--- src/rtl/alu_mul_sequencer.sv ---
// Iterative shift-add multiplier that drives the shared ALU with ADD operations
// and returns the low WIDTH bits of the product.
//
// state    | meaning
// ---------+-------------------------------------------------------------
// S_IDLE   | waiting for START; ALU outputs parked at zero
// S_ITER   | one partial-product add per granted ALU cycle
// S_FINISH | DONE pulse; accumulator copied into PRODUCT at end of cycle
module alu_mul_sequencer #(
  parameter int WIDTH = 64,
  parameter int CNT_W = 7
) (
  input  logic             clk_i,
  input  logic             reset_i,
  input  logic             start_i,
  input  logic [WIDTH-1:0] multiplicand_i,
  input  logic [WIDTH-1:0] multiplier_i,
  output logic             busy_o,
  output logic             done_o,
  output logic [WIDTH-1:0] product_o,
  output logic             product_zero_o,
  output logic             alu_req_o,
  input  logic             alu_gnt_i,
  output logic [WIDTH-1:0] alu_a_o,
  output logic [WIDTH-1:0] alu_b_o,
  output logic [3:0]       alu_control_o,
  input  logic [WIDTH-1:0] alu_result_i
);

  localparam logic [3:0] ALU_ADD = 4'b0010;
  localparam logic [3:0] ALU_NOP = 4'b0000;
  localparam logic [CNT_W-1:0] CNT_LAST = CNT_W'(WIDTH - 1);

  typedef enum logic [1:0] {
    S_IDLE,
    S_ITER,
    S_FINISH
  } state_t;

  state_t           state_q, state_d;
  logic [WIDTH-1:0] acc_q, acc_d;
  logic [WIDTH-1:0] mcand_q, mcand_d;
  logic [WIDTH-1:0] mplier_q, mplier_d;
  logic [CNT_W-1:0] cnt_q, cnt_d;
  logic [WIDTH-1:0] product_q, product_d;
  logic             product_zero_q, product_zero_d;

  logic             busy, done, alu_req;
  logic [WIDTH-1:0] alu_a, alu_b;
  logic [3:0]       alu_control;
  logic [WIDTH-1:0] mplier_shr;

  assign mplier_shr = mplier_q >> 1;

  // Next-state, datapath updates and state-decoded outputs.
  always_comb begin
    state_d        = state_q;
    acc_d          = acc_q;
    mcand_d        = mcand_q;
    mplier_d       = mplier_q;
    cnt_d          = cnt_q;
    product_d      = product_q;
    product_zero_d = product_zero_q;
    busy           = 1'b0;
    done           = 1'b0;
    alu_req        = 1'b0;
    alu_a          = '0;
    alu_b          = '0;
    alu_control    = ALU_NOP;

    case (state_q)
      S_IDLE: begin
        if (start_i) begin
          mcand_d  = multiplicand_i;
          mplier_d = multiplier_i;
          acc_d    = '0;
          cnt_d    = '0;
          // A zero multiplier skips the ALU entirely; acc is already zero.
          state_d  = (multiplier_i != '0) ? S_ITER : S_FINISH;
        end
      end

      S_ITER: begin
        busy        = 1'b1;
        alu_req     = 1'b1;
        alu_a       = acc_q;
        alu_b       = mplier_q[0] ? mcand_q : '0;
        alu_control = ALU_ADD;
        if (alu_gnt_i) begin
          acc_d    = alu_result_i;
          mcand_d  = mcand_q << 1;
          mplier_d = mplier_shr;
          cnt_d    = cnt_q + 1'b1;
          // Stop as soon as no multiplier bits remain, so latency tracks the MSB.
          if ((mplier_shr == '0) || (cnt_q == CNT_LAST)) begin
            state_d = S_FINISH;
          end
        end
      end

      S_FINISH: begin
        busy           = 1'b1;
        done           = 1'b1;
        product_d      = acc_q;
        product_zero_d = (acc_q == '0);
        state_d        = S_IDLE;
      end

      default: begin
        state_d = S_IDLE;
      end
    endcase
  end

  // State and datapath registers with synchronous reset.
  always_ff @(posedge clk_i) begin
    if (reset_i) begin
      state_q        <= S_IDLE;
      acc_q          <= '0;
      mcand_q        <= '0;
      mplier_q       <= '0;
      cnt_q          <= '0;
      product_q      <= '0;
      product_zero_q <= 1'b1;
    end else begin
      state_q        <= state_d;
      acc_q          <= acc_d;
      mcand_q        <= mcand_d;
      mplier_q       <= mplier_d;
      cnt_q          <= cnt_d;
      product_q      <= product_d;
      product_zero_q <= product_zero_d;
    end
  end

  assign busy_o         = busy;
  assign done_o         = done;
  assign alu_req_o      = alu_req;
  assign alu_a_o        = alu_a;
  assign alu_b_o        = alu_b;
  assign alu_control_o  = alu_control;
  assign product_o      = product_q;
  assign product_zero_o = product_zero_q;

endmodule

--- config.mk ---
export PLATFORM = sky130hd
export DESIGN_NAME = alu_mul_sequencer
export DESIGN_NICKNAME = d
export VERILOG_FILES = /design/src/rtl/alu_mul_sequencer.sv
export SDC_FILE = /design/constraint.sdc
export NUM_CORES = 1
export LEC_CHECK = 0
export CORE_MARGIN = 4
export CORE_UTILIZATION = 48
export CTS_BUF_LIST = sky130_fd_sc_hd__clkbuf_4 sky130_fd_sc_hd__clkbuf_8
export DETAILED_ROUTE_END_ITERATION = 6
export GPL_ROUTABILITY_DRIVEN = 0
export PLACE_DENSITY_LB_ADDON = 0.05
export SKIP_CTS_REPAIR_TIMING = 1
export SLEW_MARGIN = 20
export SYNTH_ARGS = -nofsm -noshare
export SYNTH_HDL_FRONTEND = slang
export SYNTH_SLANG_ARGS = --single-unit
--- constraint.sdc ---
create_clock -name clk_i -period 4.2 [get_ports clk_i]
set_clock_uncertainty 0.1 [all_clocks]
set_input_delay 0.42 -clock clk_i [delete_from_list [all_inputs] [get_ports clk_i]]
set_output_delay 0.42 -clock clk_i [all_outputs]
set_load 0.1 [all_outputs]
==> reports/metrics.cfg <==
[logic_synthesis]
synthesis.area_um2 = 11800
synth_fa_ha_area_frac = 0.00424
muxShareOfSynthArea = 0.109
syn_avg_cell_area_um2 = 8.81
ys_seq_elements = 266
synthCells = 1341
synth-simple-area-share = 0.212
synth_edf_count = 0
ys_seq_area_frac = 0.451
yosysWarnings = 0
synth_compound_area_frac = 0.169
yosys.cell_types.count = 36
synth_flop_cell = dfxtp_1
synth-async-reset-ratio = 0
synth_xor_area_frac = 0.00371
synth_top_family_by_area = simple AND/OR/NAND/NOR gates

[setup_path]
path_cells = inv_1, ha_4, buf_4, and3_1, buf_4
crit_family = buffers and inverters
slowest_delay_ns = 0.90
worstPathRequired_ns = 3.68
start_kind = flip-flop
cp_slowest_cell = buf_4
critical_path_class = reg2out
cpMostUsedCell = buf_4
crit_path_max_fanout = 96
r2r_start = state_q[1]
r2r_end = mplier_q[18]
path_buf_inv = 3
ff2ff_path_depth = 6
endpoint_kind = output pin
cp_data_arrival_time_ns = 3.10
rrSetupSlack_ns = 1.01

[finish]
areaGrowthSynthToFinish_pct = 40.0
drive_gt1_frac = 0.116
final.fill_count = 2061
ff_latch_area_um2 = 5330
antenna_cells = 0
multi_input_area_um2 = 5950
fin_nets = 1866

[timing]
finalHoldViolations = 0
finalCritPeriodShare = 0.862
rsz0062_at_grt = false
setup_viol = 0
slew_violations = 0
slew_headroom = 0.272
worstMarginPinSlew_ns = 1.09
fin_crit_ns = 3.62
setup_tns_ns = 0
fmax_mhz = 276

[grt]
gr-usage-all-layers = 0.269
antenna_found_initial = 2
grt_pass1_wl_um = 59300
grt_max_degree = 152
grt_pass1_vias = 10900
grt-ovfl-total = 0

[route]
drcViolationCount = 0
first_iter_violations = 1150
firstDrtPassIters = 5
postRouteAntennaNets = 0
drt-total-wl_um = 38900
vias_per_cell = 5.55
vias = 11200
wl_per_cell_um = 19.2

[floorplanning]
fp.coreArea_um2 = 24200
dieHeight_um = 165
rows = 57
start_util = 0.487
die_w_um = 165
io_pins = 396
die-area_um2 = 27200

[worst_hold_path]
min_to = acc_q[62]
min-delay-start = alu_result_i[62]
hold_class = in2reg
hold_depth = 3

[power]
total_power_mw = 10.9
ir_worst_vdd_uv = 558
power_density_nw_per_um2 = 657
p_leak_nw = 6.65

[cts]
cts_made_buffers = 44
cts_tree = done
clock_sinks = 266
clkTransAtPathRegs_ns = 0.06
max-clock-path-buffers = 3
insertion_delay_ns = 0.55
cts_max_level = 2
cts_root_buf = clkbuf_8

[place]
portBuffers = 392
hpwl_um = 26200

[flow_run]
cap_violations = 0

[status]
status = finished, final reports clean

==> where the power goes <==
part           switching, mW  internal [mW]  total (mW)
Clock                   1.04           1.47        2.50
Combinational           2.99           1.74        4.74
Sequential             0.511           3.12        3.63
Total                   4.54           6.33        10.9
==> cell families (layout without fill, tap and decap cells) <==
group,after synthesis,in the layout
mux,129,129
flops,266,266
compound gates,265,265
buf+inv,138,495
other cells,1,3
xor+xnor,5,5
simple gates,533,533
fa+ha+maj,4,4
==> worst reg2reg max path, delay by kind of cell (launching register included) <==
kind            cells  cell delay (ns)
fa+ha+maj           1             0.52
mux                 1             0.18
buf+inv             3             1.69
flops               1             0.33
compound gates      1             0.27
==> cells in the mapped netlist, types with 2 or more instances <==
master	number	area, um^2
buf_1	3	11.3
o22ai_1	63	394
ha_1	4	50.1
a2bb2oi_1	61	534
dfxtp_1	266	5330
o21ai_0	2	10.0
xor2_1	4	35.0
and3_1	65	407
nand2_1	5	18.8
clkbuf_1	78	293
mux2i_1	129	1290
nor2_1	328	1230
and2_1	64	400
a22oi_1	67	503
inv_1	6	22.5
a211oi_1	65	488
nor4_1	49	307
buf_2	39	195
nor3_1	2	10.0
nand4_1	15	93.8
buf_4	11	82.6
==> worst max-delay path by stage <==
| stage | from | endpoint | depth (start not counted) |
|---|---|---|---|
| floorplan | state_q[1] | alu_b_o[47] | 7 |
| global placement | state_q[1] | mplier_q[41] | 6 |
| detailed placement | state_q[1] | mplier_q[18] | 6 |
| CTS | state_q[1] | alu_b_o[13] | 5 |
| global route | state_q[1] | alu_b_o[13] | 5 |
| finish | state_q[1] | alu_b_o[13] | 5 |
==> flip-flops by register name (all words and copies together) (netlist names) <==
register,flops
acc_q,64
cnt_q,7
mcand_q,64
mplier_q,64
product_o,64
product_zero_o,1
state_q,2
==> area by class of cell <==
class,instances,share of cell area
repair buffers,408,0.232
clock inverters,5,0.00325
clock buffers,75,0.0567
multi-input cells,939,0.360
flip-flops and latches,266,0.322
well taps,324,0.0245
inverters,7,0.00159
==> cell usage in the layout, fill, tap and decap left out, types with 2 or more instances in the layout <==
| cell | count |
|---|---|
| nor2_1 | 327 |
| clkdlybuf4s50_1 | 300 |
| dfxtp_1 | 266 |
| mux2i_1 | 129 |
| buf_4 | 105 |
| a22oi_1 | 67 |
| and3_1 | 65 |
| a211oi_1 | 65 |
| and2_1 | 64 |
| o22ai_1 | 63 |
| a2bb2oi_1 | 61 |
| clkbuf_8 | 61 |
| nor4_1 | 49 |
| nand4_1 | 15 |
| clkbuf_4 | 15 |
| inv_1 | 5 |
| nand2_1 | 5 |
| xor2_1 | 4 |
| conb_1 | 3 |
| clkinv_2 | 3 |
| inv_2 | 2 |
| nor3_1 | 2 |
| o21ai_0 | 2 |
| ha_4 | 2 |
| buf_12 | 2 |
==> per-stage QoR <==
| stage | instance area, um^2 | worst slack [ns] | cells | utilization | hold WS [ns] |
|---|---|---|---|---|---|
| finish | 16500 | 0.579 | 2024 | 0.682 | 0.387 |
| global route | 16500 | 0.364 | 2024 | 0.682 | 0.383 |
| CTS | 16500 | 0.507 | 2024 | 0.682 | 0.373 |
| detailed placement | 15500 | 1.01 | 1944 | 0.641 | 0.359 |
| global placement | 15500 | 1.06 | 1944 | 0.641 | 0.344 |
| floorplan | 11800 | 0.726 | 1343 | - | 0.370 |
==> layer usage <==
layer / share of wire / wire [um] / GRT usage / vias to the layer above
met5: 0.00057 / 22 / 0 / -
met4: 0.020 / 796 / 0.0760 / 4
met3: 0.088 / 3440 / 0.0863 / 55
met2: 0.48 / 18500 / 0.441 / 404
met1: 0.41 / 16100 / 0.341 / 5294
li1: - / - / - / 5476
No activity file was read; power rests on OpenSTA's default activity.
